### src/rtl/card_sprite_renderer.sv
// Card sprite overlay for the VGA pixel stream: reads a 1-cycle-latency card ROM and
// slides the card from the deck to its target, one step per frame.
module card_sprite_renderer #(
    parameter int ADDR_WIDTH = 12,
    parameter int DATA_WIDTH = 12,
    parameter int CARD_W     = 48,
    parameter int CARD_H     = 64,
    parameter int DECK_X     = 900,
    parameter int DECK_Y     = 40,
    parameter int STEP       = 8,
    parameter logic [DATA_WIDTH-1:0] KEY_COLOR = 12'hF0F
) (
    input  logic                  clk,
    input  logic                  rst,
    input  logic                  start,
    input  logic                  hide,
    input  logic [10:0]           target_x,
    input  logic [10:0]           target_y,
    input  logic [10:0]           hcount_in,
    input  logic [10:0]           vcount_in,
    input  logic                  hsync_in,
    input  logic                  vsync_in,
    input  logic                  hblnk_in,
    input  logic                  vblnk_in,
    input  logic [DATA_WIDTH-1:0] rgb_in,
    output logic [ADDR_WIDTH-1:0] addrA,
    input  logic [DATA_WIDTH-1:0] dout,
    output logic [10:0]           hcount_out,
    output logic [10:0]           vcount_out,
    output logic                  hsync_out,
    output logic                  vsync_out,
    output logic                  hblnk_out,
    output logic                  vblnk_out,
    output logic [DATA_WIDTH-1:0] rgb_out,
    output logic                  busy,
    output logic                  done
);

    typedef enum logic [1:0] {IDLE, MOVING, PLACED} state_t;

    state_t      state, state_nx;
    logic [10:0] cur_x, cur_y, tgt_x, tgt_y;
    logic [10:0] cur_x_nx, cur_y_nx, tgt_x_nx, tgt_y_nx;
    logic        done_nx;
    logic        vblnk_prev;
    logic        frame_tick;

    // Move one axis toward its target, snapping when within one step.
    function automatic logic [10:0] step_axis(input logic [10:0] cur, input logic [10:0] tgt);
        logic signed [11:0] diff;
        diff = $signed({1'b0, tgt}) - $signed({1'b0, cur});
        if (diff <= STEP && diff >= -STEP) return tgt;
        else if (diff > 0)                 return cur + 11'(STEP);
        else                               return cur - 11'(STEP);
    endfunction

    assign frame_tick = vblnk_in & ~vblnk_prev;
    assign busy       = (state == MOVING);

    always_comb begin
        state_nx = state;
        cur_x_nx = cur_x;
        cur_y_nx = cur_y;
        tgt_x_nx = tgt_x;
        tgt_y_nx = tgt_y;
        done_nx  = 1'b0;
        if (hide) begin
            state_nx = IDLE;
        end else begin
            case (state)
                IDLE, PLACED: begin
                    if (start) begin
                        state_nx = MOVING;
                        tgt_x_nx = target_x;
                        tgt_y_nx = target_y;
                        cur_x_nx = 11'(DECK_X);
                        cur_y_nx = 11'(DECK_Y);
                    end
                end
                MOVING: begin
                    if (frame_tick) begin
                        cur_x_nx = step_axis(cur_x, tgt_x);
                        cur_y_nx = step_axis(cur_y, tgt_y);
                        if (cur_x_nx == tgt_x && cur_y_nx == tgt_y) begin
                            state_nx = PLACED;
                            done_nx  = 1'b1;
                        end
                    end
                end
                default: state_nx = IDLE;
            endcase
        end
    end

    always_ff @(posedge clk) begin
        if (rst) begin
            state      <= IDLE;
            cur_x      <= 11'(DECK_X);
            cur_y      <= 11'(DECK_Y);
            tgt_x      <= 11'(DECK_X);
            tgt_y      <= 11'(DECK_Y);
            done       <= 1'b0;
            vblnk_prev <= 1'b0;
        end else begin
            state      <= state_nx;
            cur_x      <= cur_x_nx;
            cur_y      <= cur_y_nx;
            tgt_x      <= tgt_x_nx;
            tgt_y      <= tgt_y_nx;
            done       <= done_nx;
            vblnk_prev <= vblnk_in;
        end
    end

    // Window ends are 12 bits wide so a card near the right edge cannot wrap.
    logic [11:0]           x_end, y_end;
    logic [10:0]           dx, dy;
    logic                  in_win;
    logic [ADDR_WIDTH-1:0] addr_calc;

    assign x_end     = {1'b0, cur_x} + 12'(CARD_W);
    assign y_end     = {1'b0, cur_y} + 12'(CARD_H);
    assign dx        = hcount_in - cur_x;
    assign dy        = vcount_in - cur_y;
    assign in_win    = (state != IDLE)
                       && (hcount_in >= cur_x) && ({1'b0, hcount_in} < x_end)
                       && (vcount_in >= cur_y) && ({1'b0, vcount_in} < y_end);
    assign addr_calc = ADDR_WIDTH'(32'(dy) * CARD_W + 32'(dx));

    // Timing bundle: {hcount, vcount, hsync, vsync, hblnk, vblnk}.
    logic [25:0]           t1, t2, t3;
    logic [DATA_WIDTH-1:0] rgb1, rgb2;
    logic                  win1, win2;

    always_ff @(posedge clk) begin
        if (rst) begin
            t1      <= '0;
            t2      <= '0;
            t3      <= '0;
            rgb1    <= '0;
            rgb2    <= '0;
            rgb_out <= '0;
            win1    <= 1'b0;
            win2    <= 1'b0;
            addrA   <= '0;
        end else begin
            t1    <= {hcount_in, vcount_in, hsync_in, vsync_in, hblnk_in, vblnk_in};
            rgb1  <= rgb_in;
            win1  <= in_win;
            addrA <= in_win ? addr_calc : '0;
            t2    <= t1;
            rgb2  <= rgb1;
            win2  <= win1;
            t3    <= t2;
            if (win2 && dout != KEY_COLOR && !t2[1] && !t2[0]) rgb_out <= dout;
            else                                               rgb_out <= rgb2;
        end
    end

    assign {hcount_out, vcount_out, hsync_out, vsync_out, hblnk_out, vblnk_out} = t3;

endmodule

### config.mk
export PLATFORM = sky130hd
export DESIGN_NAME = card_sprite_renderer
export DESIGN_NICKNAME = d
export VERILOG_FILES = /design/src/rtl/card_sprite_renderer.sv
export SDC_FILE = /design/constraint.sdc
export NUM_CORES = 1
export LEC_CHECK = 0
export ABC_AREA = 0
export CORE_ASPECT_RATIO = 1.2
export CORE_MARGIN = 2
export CORE_UTILIZATION = 37
export DETAILED_ROUTE_END_ITERATION = 6
export HOLD_SLACK_MARGIN = 0.02
export SYNTH_ARGS = -nofsm -noshare
export SYNTH_HDL_FRONTEND = slang
export SYNTH_SLANG_ARGS = --single-unit
### constraint.sdc
create_clock -name clk -period 8.9 [get_ports clk]
set_input_delay 1.78 -clock clk [delete_from_list [all_inputs] [get_ports clk]]
set_output_delay 1.78 -clock clk [all_outputs]
set_load 0.05 [all_outputs]
Word-level counts from Yosys, hierarchy flattened
Index checks and enable logic that the tools add are counted.
- bits in registers: 176
- input port bits: 76
- output and inout port bits: 52
- word-level logic and storage cells: 96
- add/sub/neg operators: 11
- $mul: 1
- magnitude comparators: 10
- equality and inequality tests: 8
- muxes and demuxes: 22
- bitwise logic cells: 6
- reductions and logical operators: 22
- operators by type and width (operator ; number):
    $mux W11 ; 14
    $pmux W11 S2 ; 2
    $ge A12 B4 Y1 const B ; 2
    $gt A12 B1 Y1 const B ; 2
    $le A12 B5 Y1 const B ; 2
    $lt A11 B12 Y1 ; 2
    $sub A11 B11 Y12 ; 2
    $add A11 B4 Y11 const B ; 2
    $eq A11 B11 Y1 ; 2
    $ge A11 B11 Y1 ; 2
    $sub A11 B11 Y11 ; 2
    $sub A11 B4 Y11 const B ; 2
    $add A11 B6 Y12 const B ; 1
    $add A11 B7 Y12 const B ; 1
    $add A12 B11 Y12 ; 1
    $mux W12 ; 1
    $ne A12 B12 Y1 const B ; 1
    $mul A11 B2 Y8 const B ; 1
    $logic_and A1 B1 Y1 ; 10
    $mux W2 ; 3
    $reduce_and A3 Y1 ; 2
    $reduce_or A2 Y1 ; 3
    $not A1 Y1 ; 5
    $ne A2 B1 Y1 const B ; 2
    other kinds (11) ; 13

Longest topological paths before layout
Gate-level depths: netlist of the first run.
- depth in word-level cells: 12
- gate-level depth with buffers: 21

Least setup slack after synthesis of the first run
Ideal clock, no wire load.
- path type: reg2reg
- from: reg cur_x[4]
- to: reg state[1]
- arrival time: 5129 ps
- slack: 3696 ps
- stages on the path, launching flop included: 20
- buffers on the path: 1
- period minus slack after synthesis: 5204 ps
- cell sequence: dfxtp_1 inv_1 ha_1 buf_6 and2_4 a31o_4 or4_4 a32oi_2 nand3_2 o21ai_0 ha_1 a211oi_2 o21bai_1 a2111oi_2 or2_2 xnor3_1 or4b_1 a21oi_1 o32ai_1 o22ai_1
- longest elaborated chain between the ends: 11
- elaborated cells between the ends (all ways): 16
- those cells by class: add/sub: 3; order compare: 3; eq/ne: 2; mux: 5; reduce/logical: 3
- RTL lines (item ; RTL line ; RTL):
    from (decl) ; 42 ; logic [10:0] cur_x, cur_y, tgt_x, tgt_y;
    from (signal assigned) ; 98 ; cur_x <= 11'(DECK_X);
    from (signal assigned) ; 106 ; cur_x <= cur_x_nx;
    $sub A11 B11 Y12 ; 51 ; diff = $signed({1'b0, tgt}) - $signed({1'b0, cur});
    $gt A12 B1 Y1, or another cell as far along ; 53 ; else if (diff > 0) return cur + 11'(STEP);
    $mux W11 / $logic_and A1 B1 Y1 (equally long branches) ; 53, 52 ;
    $mux W11 * ; 52 ; if (diff <= STEP && diff >= -STEP) return tgt;
    $mux W11 * ; 81 ; if (frame_tick) begin
    $mux W11 * ; 70 ; case (state)
    $mux W11 * ; 67 ; if (hide) begin
    $eq A11 B11 Y1 * ; 84 ; if (cur_x_nx == tgt_x && cur_y_nx == tgt_y) begin
    $logic_and A1 B1 Y1 * ; 84 ;
    $ne A2 B1 Y1 (no line) * ; n/a ;
    $reduce_and A3 Y1 (no line) * ; n/a ;
    to (signal assigned) ; 105 ; state <= state_nx;
    to (decl) ; 41 ; state_t state, state_nx;
Every way passes the cells marked *; elsewhere a longest branch is shown, timed or not. The select of a mux whose other input is x is not followed.
A chain may end at the register's enable or synchronous reset.

Worst setup path in the final report of the first run
Ends and elaborated chain as after synthesis.

==> results of run 1 <==
-- flip-flops by register name, indices dropped and copies added, names as in the netlist --
| name | cells |
|---|---|
| t1 | 26 |
| t2 | 26 |
| t3 | 26 |
| addrA | 12 |
| rgb1 | 12 |
| rgb2 | 12 |
| rgb_out | 12 |
| cur_x | 11 |
| cur_y | 11 |
| tgt_x | 11 |
| tgt_y | 11 |
| state | 2 |
| done | 1 |
| win1 | 1 |
| win2 | 1 |
-- where the power goes --
group / leakage (nW) / switching, mW / total, mW / internal [mW]
registers: 1.43 / 0.0193 / 0.831 / 0.812
logic: 3.20 / 0.409 / 0.722 / 0.313
clock network: 0.277 / 0.330 / 0.756 / 0.426
total: 4.91 / 0.758 / 2.31 / 1.55
-- synth_stat cells, drive strengths merged, types with 8 or more instances --
library cell	count
nand3	35
fa	8
mux2i	13
o31ai	12
nor4	10
o21bai	10
nor3	38
nor2	87
a31oi	11
nand2b	11
a32oi	11
nand4	18
o21a	8
clkbuf	41
xor2	26
a21boi	10
inv	63
a21oi	67
o21ai	42
xnor2	41
nand2	83
dfxtp	175
buf	9
nor2b	116
a21o	17
ha	83
or2	9
-- cell families after synthesis --
family	count (synthesis)	share of synthesized area (%)
adder cells (fa/ha/maj)	91	12.0
multiplexers	14	1.41
flip-flops	175	35.0
AND/OR/NAND/NOR	451	24.0
AO/OA/AOI/OAI	249	17.0
buffers and inverters	113	4.39
XOR/XNOR	69	6.31
-- metal layers --
metal / vias up / track usage, %
li1: 4283 / -
met4: 0 / 6.06
met5: - / 0
met1: 3802 / 24.7
met3: 34 / 2.85
met2: 237 / 29.8
-- worst max path at each step --
stage,from,to,slack [ns],cells past startpoint
after floorplan,cur_x[4],state[1],3.70,19
after global placement,hcount_in[0],addrA[11],3.03,19
after detailed placement,cur_x[4],state[1],2.97,18
after CTS,cur_x[4],state[1],2.94,18
after global routing,cur_x[4],state[0],2.39,19
final,cur_x[4],state[1],2.79,18
-- through the flow --
step                hold slack [ns]  setup slack, ns  std cells  area [um^2]
CTS                           0.434             2.94       1608        12100
global route                  0.446             2.39       1608        12100
global placement              0.416             3.03       1577        11500
floorplan                     0.414             3.70       1162        10000
detailed placement            0.420             2.97       1577        11500
finish                        0.432             2.79       1608        12100
-- final cells by class --
cell class	count	area, um^2
multi-input combinational	874	6080
inverter	63	236
tap	335	419
clock inverter	12	148
clock buffer	19	443
timing repair buffer	130	1290
sequential	175	3500
fill	2576	14300
-- layout by cell type, fill, tap and decap left out, types with 11 or more instances in the layout --
master	count
nor3_1	38
clkdlybuf4s50_1	126
nor2b_1	116
nor2_1	87
a31oi_1	11
a21o_1	17
nand2_1	83
xnor2_1	41
ha_1	83
xor2_1	26
mux2i_1	13
nand3_1	34
nand4_1	18
a21oi_1	66
inv_1	63
dfxtp_1	175
clkbuf_16	17
o21ai_0	42
-- critical path, cell delays in order, from the launching register on --
cell and delay, ns:
dfxtp_1 0.44, inv_1 0.19, ha_1 0.46, and2_4 0.22
o21a_1 0.18, or3_1 0.36, a21oi_1 0.34, o211ai_1 0.22
o21ai_0 0.87, ha_1 0.39, a211oi_2 0.28, o21bai_1 0.14
a2111oi_2 0.51, or2_2 0.20, xnor3_1 0.24, or4b_1 0.52
a21oi_1 0.16, o32ai_1 0.12, o22ai_1 0.19
==> impl_metrics.env, run 1 <==
export IMPL_maxSlewHeadroom_pct=18.4
export IMPL_leakagePower_nw=4.91
export IMPL_grt_overflow_total=0
export IMPL_avgSynthCellArea_um2=8.62
export IMPL_cts_setup_buffers=0
export IMPL_drtPass1Iterations=6
export IMPL_drc=0
export IMPL_wirelength_mm=25.5
export IMPL_wl_per_cell_um=15.9
export IMPL_drv_cap=0
export IMPL_fin_util_pct=45.8
export IMPL_synth_edff_count=0
export IMPL_ff2ff_path_depth=18
export IMPL_antenna_found_initial=0
export IMPL_die_h_um=184
export IMPL_synth_area_leader_cell="dfxtp_1"
export IMPL_grt_pass1_wl_mm=41.4
export IMPL_top_layer_used="met4"
export IMPL_ioPinCount=128
export IMPL_crit_arrival_ns=6.47
export IMPL_synth_area_top_cells="dfxtp_1, ha_1, nor2b_1, xnor2_1, a21oi_1"
export IMPL_wl_met1_mm=12.2
export IMPL_fmax_mhz=164
export IMPL_end_kind="register"
export IMPL_fin_worst_skew_ns=0.0135
export IMPL_synth_async_reset_ratio_pct=0
export IMPL_fin_nets=1428
export IMPL_setup_violations=0
export IMPL_cts_tree="yes"
export IMPL_via_count=8356
export IMPL_hold_violations=0
export IMPL_drive_gt1_share_pct=4.95
export IMPL_clk_insertion_delay_late_ns=0.44
export IMPL_cts_made_buffers=17
export IMPL_dieArea_um2=28400
export IMPL_total_power_mw=2.31
export IMPL_tightestPinTransition_ns=1.22
export IMPL_start_util_pct=37.9
export IMPL_synth_seq_cells=175
export IMPL_slew_violations=0
export IMPL_antennaDiodeCount=0
export IMPL_min_from="t1[8]"
export IMPL_synth_distinct_cells=82
export IMPL_worst_r2r_endpoint="state[1]"
export IMPL_place_congestion=0.961
export IMPL_cts_resized_gates=0
export IMPL_drt_antenna_violating_nets=0
export IMPL_r2r_start="cur_x[4]"
export IMPL_port_buffers=127
export IMPL_vias_per_cell=5.20
export IMPL_min_to="t2[8]"
export IMPL_rows=65
export IMPL_hold_depth=1
export IMPL_ys_seq_area_share_pct=35.0
export IMPL_fin_crit_ns=6.11
export IMPL_yosysWarnings=0
export IMPL_synth_ff_type="dfxtp_1"
export IMPL_powerDensity_nw_per_um2=191
export IMPL_synth_nets=1329
export IMPL_met2RoutedLength_mm=11.7
export IMPL_dp_hpwl_mm=19.6
export IMPL_root_buffer="clkbuf_16"
export IMPL_status="complete, no violations"
export IMPL_tns_ns=0
export IMPL_htreeDepth=4
export IMPL_track_usage_pct=18.2
export IMPL_drt_iter0_drc=647
export IMPL_die_width_um=154
export IMPL_vdd_drop_max_mv=0.121
export IMPL_ctsHoldBuffers=0
export IMPL_ff2ff_setup_slack_ns=2.79
export IMPL_coreArea_um2=26400
export IMPL_synth_cells=1162
export IMPL_syn_area_um2=10000
export IMPL_crit_required_ns=9.26
export IMPL_cts_path_max_buffers=2
export IMPL_synth_top_area_share_pct=35.0
export IMPL_hp_class="register to register"
export IMPL_cp_max_fo=8
export IMPL_clk_pin_slew_ns=0.07
export IMPL_met3RoutedLength_mm=1.13
export IMPL_cp_start_kind="register"
export IMPL_criticalPathCategory="register to register"
export IMPL_rsz0062_at_grt="no"
export IMPL_grt_pass1_vias=7966
export IMPL_cts_sinks=175
export IMPL_grt_start_max_net_pins=91
export IMPL_post_route_period_util_pct=68.6
export IMPL_areaGrowthSynthToFinish_pct=21.0
Power figures use the tool's default switching activity.
==> inputs of run 2 (changes only) <==
Clock period 8.9 ns to 5.6 ns, I/O delays scaled along.
==> run 2 against run 1 <==
Compared with the run above: total power increased by 59%; sequential share of layout area decreased by 0.32 points; setup slack got worse by 2.5 ns; register-to-register slack got worse by 2.5 ns; via count increased by 2.0%; largest power group unchanged; first-iteration DRC count decreased by 25%; maximum frequency increased by 16%; die area unchanged; non-clock buffer count increased by 15; final area increased by 1.1%; global-route usage decreased by 0.50 points; critical path depth increased by 2.
==> impl_metrics.env, run 2 (synthesized netlist as in run 1, its figures left out) <==
export IMPL_cts_tree="yes"
export IMPL_rows=65
export IMPL_grt_pass1_vias=7936
export IMPL_hp_class="register to register"
export IMPL_crit_required_ns=5.93
export IMPL_ff2ff_path_depth=20
export IMPL_die_h_um=184
export IMPL_end_kind="register"
export IMPL_min_from="t2[17]"
export IMPL_via_count=8524
export IMPL_place_congestion=0.892
export IMPL_rsz0062_at_grt="no"
export IMPL_worst_path_max_delay_cell="or4b_1"
export IMPL_drtPass1Iterations=5
export IMPL_leakagePower_nw=4.99
export IMPL_worst_r2r_endpoint="state[0]"
export IMPL_cp_start_kind="register"
export IMPL_grt_overflow_total=0
export IMPL_reg_largest_list="t1 (26), t2 (26), t3 (26)"
export IMPL_crit_chain="inv_1, ha_1, fa_1, nor2b_1, o2111ai_1, a31o_2, a32oi_1, and4bb_1, a31oi_2, inv_1, ha_1, a21o_1, a21oi_1, o31ai_1, mux2_2, or4b_1, nor3b_1, or3_1, a2bb2oi_1, o21ai_0"
export IMPL_setup_violations=0
export IMPL_tightestPinTransition_ns=0.871
export IMPL_ff2ff_setup_slack_ns=0.31
export IMPL_cts_path_max_buffers=2
export IMPL_cts_made_buffers=17
export IMPL_tns_ns=0
export IMPL_slew_violations=0
export IMPL_critPathMaxStageDelay_ns=0.52
export IMPL_cp_max_fo=6
export IMPL_seqCellArea_um2=3500
export IMPL_track_usage_pct=17.7
export IMPL_grt_start_max_net_pins=83
export IMPL_coreArea_um2=26400
export IMPL_drt_antenna_violating_nets=0
export IMPL_drc=0
export IMPL_hold_violations=0
export IMPL_criticalPathCategory="register to register"
export IMPL_fin_nets=1443
export IMPL_nFillCells=2544
export IMPL_crit_arrival_ns=5.61
export IMPL_cts_sinks=175
export IMPL_powerDensity_nw_per_um2=299
export IMPL_drt_iter0_drc=483
export IMPL_dp_hpwl_mm=19.8
export IMPL_fmax_mhz=189
export IMPL_drive_gt1_share_pct=6.29
export IMPL_clk_pin_slew_ns=0.07
export IMPL_layout_commonest_cell="dfxtp_1"
export IMPL_crit_family="compound AO/OA/AOI/OAI gates"
export IMPL_status="complete, no violations"
export IMPL_ioPinCount=128
export IMPL_multi_input_area_um2=6120
export IMPL_antenna_found_initial=0
export IMPL_post_route_period_util_pct=94.4
export IMPL_min_to="t3[17]"
export IMPL_root_buffer="clkbuf_16"
export IMPL_wl_per_cell_um=15.8
export IMPL_areaGrowthSynthToFinish_pct=22.4
export IMPL_hold_depth=1
export IMPL_vias_per_cell=5.26
export IMPL_vdd_drop_max_mv=0.198
export IMPL_start_util_pct=37.9
export IMPL_crit_buf_inv=2
export IMPL_antennaDiodeCount=0
export IMPL_die_width_um=154
export IMPL_grt_pass1_wl_mm=40.2
export IMPL_dieArea_um2=28400
export IMPL_fin_crit_ns=5.29
export IMPL_htreeDepth=4
export IMPL_port_buffers=127
export IMPL_fin_hold_ws_ns=0.431
export IMPL_wirelength_mm=25.6
export IMPL_clk_insertion_delay_late_ns=0.44
export IMPL_maxSlewHeadroom_pct=41.4
export IMPL_fin_worst_skew_ns=0.00965
export IMPL_r2r_start="tgt_y[0]"
export IMPL_final_cell_mix="dfxtp_1, clkdlybuf4s50_1, nor2b_1"
export IMPL_drv_cap=0
-- run 2: what timing repair did --
item	4_1_cts	5_1_grt
gates resized for setup	0	7
setup endpoints to repair	0	3
hold buffers	0	0
setup buffers	0	1
endpoints found under the hold margin	0	0
-- run 2: how the worst max path moves through the flow --
| stage | startpoint | end | depth (start not counted) |
|---|---|---|---|
| 6_report | tgt_y[0] | state[0] | 20 |
| 5_1_grt | tgt_y[0] | state[0] | 20 |
| 4_1_cts | tgt_y[0] | state[0] | 20 |
| 3_5_place_dp | tgt_y[0] | state[0] | 20 |
| 3_3_place_gp | tgt_y[0] | state[0] | 20 |
| 2_1_floorplan | cur_x[4] | state[1] | 19 |
-- run 2: layout make-up --
| cell class | instances | share of cell area (%) |
|---|---|---|
| clock inverters | 11 | 1.09 |
| inverters | 63 | 1.93 |
| flip-flops and latches | 175 | 28.6 |
| well taps | 335 | 3.42 |
| clock buffers | 19 | 3.53 |
| multi-input cells | 874 | 50.0 |
| repair buffers | 145 | 11.5 |
-- run 2: through the flow --
step	instance area (um^2)	std cells	worst slack (ns)	total power [mW]	utilization [%]
6_report	12300	1622	0.314	3.67	46.4
5_1_grt	12300	1622	0.0504	3.87	46.4
4_1_cts	12200	1621	0.210	3.67	46.1
3_5_place_dp	11600	1591	0.256	2.49	44.0
3_3_place_gp	11600	1591	0.364	2.48	44.0
2_1_floorplan	10000	1162	0.396	2.21	-
-- run 2: power by group --
group | internal (mW) | switching, mW | total, mW
logic | 0.519 | 0.658 | 1.18
registers | 1.29 | 0.0275 | 1.32
clock network | 0.660 | 0.515 | 1.17
-- run 2: routing by layer --
layer	part of all wire, %	vias up	global-route usage, %
met5	0	-	0
met4	1.8	0	5.87
met3	5.1	30	3.67
met2	47	232	29.9
met1	46	3947	22.7
li1	-	4315	-
==> inputs of run 3 (changes only) <==
Settings changed: CORE_ASPECT_RATIO 1.2 to not set.
==> run 3 against run 2 <==
Compared with the run above: sequential power barely moved; die area about the same; total power is 0.39% lower; critical endpoint unchanged; core utilization shrank 0.20 points; sequential share of layout area shrank 0.19 points; global-route usage rose by 0.51 points; non-clock buffer count rose by 8; critical path type unchanged; largest power group unchanged; via count fell by 0.38%; hold slack got worse by 0.0084 ns; wire length grew 2.3%; critical path depth unchanged; first-iteration DRC count rose by 25%.
==> impl_metrics.env, run 3 (synthesized netlist as in run 1, its figures left out) <==
export IMPL_status="complete, no violations"
export IMPL_fin_crit_ns=5.25
export IMPL_end_kind="register"
export IMPL_track_usage_pct=18.2
export IMPL_crit_arrival_ns=5.57
export IMPL_place_inst=1604
export IMPL_multi_input_area_um2=6130
export IMPL_dp_hpwl_mm=20.4
export IMPL_drc=0
export IMPL_use_met3_pct=3.06
export IMPL_antenna_found_initial=0
export IMPL_seqCellArea_um2=3500
export IMPL_criticalPathCategory="register to register"
export IMPL_powerDensity_nw_per_um2=296
export IMPL_reg_largest_list="t1 (26), t2 (26), t3 (26)"
export IMPL_met1_usage_pct=26.9
export IMPL_ctsHoldBuffers=0
export IMPL_placed_cell_area_um2=11700
export IMPL_cp_max_fo=6
export IMPL_fin_util_pct=46.2
export IMPL_crit_required_ns=5.91
export IMPL_areaGrowthSynthToFinish_pct=23.2
export IMPL_nFillCells=2572
export IMPL_dieArea_um2=28400
export IMPL_via_count=8492
export IMPL_total_power_mw=3.65
export IMPL_antennaDiodeCount=0
export IMPL_min_from="t1[19]"
export IMPL_fin_worst_skew_ns=0.0156
export IMPL_cts_tree="yes"
export IMPL_root_buffer="clkbuf_16"
export IMPL_cts_sinks=175
export IMPL_tns_ns=0
export IMPL_setup_violations=0
export IMPL_instances_no_fill=1637
export IMPL_post_route_period_util_pct=93.8
export IMPL_r2r_start="tgt_y[0]"
export IMPL_port_buffers=127
export IMPL_leakagePower_nw=5.03
export IMPL_hold_violations=0
export IMPL_grt_pass1_wl_mm=41.3
export IMPL_clk_insertion_delay_late_ns=0.43
export IMPL_coreArea_um2=26700
export IMPL_layout_commonest_cell="dfxtp_1"
export IMPL_fin_nets=1451
export IMPL_tightestPinTransition_ns=0.891
export IMPL_drive_gt1_share_pct=7.48
export IMPL_ioPinCount=128
export IMPL_drtPass1Iterations=5
export IMPL_htreeDepth=4
export IMPL_maxSlewHeadroom_pct=40.6
export IMPL_busiest_layer="met2"
export IMPL_cp_start_kind="register"
export IMPL_design_area_um2=12300
export IMPL_grt_pass1_vias=7797
export IMPL_vias_per_cell=5.19
export IMPL_wl_per_cell_um=16.0
export IMPL_die_width_um=169
export IMPL_rows=60
export IMPL_drv_cap=0
export IMPL_grt_util_met2_pct=27.8
export IMPL_final_cell_mix="dfxtp_1, clkdlybuf4s50_1, nor2b_1"
export IMPL_place_congestion=0.955
export IMPL_grt_overflow_total=0
export IMPL_vdd_drop_max_mv=0.151
export IMPL_cts_path_max_buffers=2
export IMPL_cp_startpoint="tgt_y[0]"
export IMPL_grt_start_max_net_pins=85
export IMPL_clk_pin_slew_ns=0.07
export IMPL_drt_antenna_violating_nets=0
export IMPL_hp_class="register to register"
export IMPL_die_h_um=169
export IMPL_wirelength_mm=26.2
export IMPL_cts_made_buffers=17
export IMPL_fmax_mhz=190
export IMPL_drt_iter0_drc=606
export IMPL_start_util_pct=37.5
export IMPL_slew_violations=0
run 3: cell types whose count changed in the layout (fill, tap and decap cells not counted), sizes merged:
cell,previous run,this run
buf,19,27
inv,67,70
bufinv,2,0
clkbuf,19,17
clkinvlp,0,2
run 3: where the power goes:
part / switching [mW] / internal [mW] / total (mW)
Clock: 0.561 / 0.591 / 1.15
Sequential: 0.0260 / 1.29 / 1.32
Combinational: 0.662 / 0.525 / 1.19
Total: 1.25 / 2.41 / 3.65
run 3: cell type report:
cell class              count  share of cell area, %
clock inverters            14                   1.20
multi-input cells         874                   49.7
repair buffers            153                   11.9
well taps                 341                   3.46
inverters                  63                   1.92
clock buffers              17                   3.45
flip-flops and latches    175                   28.4
run 3: layer usage:
metal / vias to the layer above / routed length, um
li1: 4346 / -
met1: 3889 / 13400
met2: 239 / 11100
met3: 18 / 1370
met4: 0 / 320
met5: - / 0
run 3: critical path, stage by stage (launching register included):
cell and delay (ns):
dfxtp_1 0.42, inv_1 0.07, ha_1 0.21, fa_1 0.41, nor2b_1 0.24, o2111ai_2 0.20, a31o_2 0.29, a32oi_1 0.22
and4bb_1 0.30, a31oi_1 0.24, inv_1 0.16, ha_1 0.39, nand2b_1 0.10, a21oi_1 0.22, xor2_1 0.21, mux2_2 0.35
or4b_1 0.51, nor3b_1 0.19, or3_1 0.15, a2bb2oi_1 0.16, o21ai_0 0.10
run 3: through the flow:
step	hold slack, ns	worst slack (ns)
after floorplan	0.414	0.396
after global placement	0.415	0.348
after global routing	0.441	-0.0591
final	0.423	0.346
after detailed placement	0.420	0.311
after CTS	0.424	0.266
run 3: final timing paths:
path	cells past startpoint	slack, ns	endpoint
worst max-delay path	20	0.35	state[0]
worst min-delay path	1	0.42	t2[19]
worst max register to register	20	0.35	state[0]
worst min register to register	1	0.42	t2[19]
run 3: timing repair:
action,in CTS,in global routing
buffers inserted,0,2
gates resized for setup,0,15
setup endpoints to repair,0,3
hold endpoints to repair,0,0
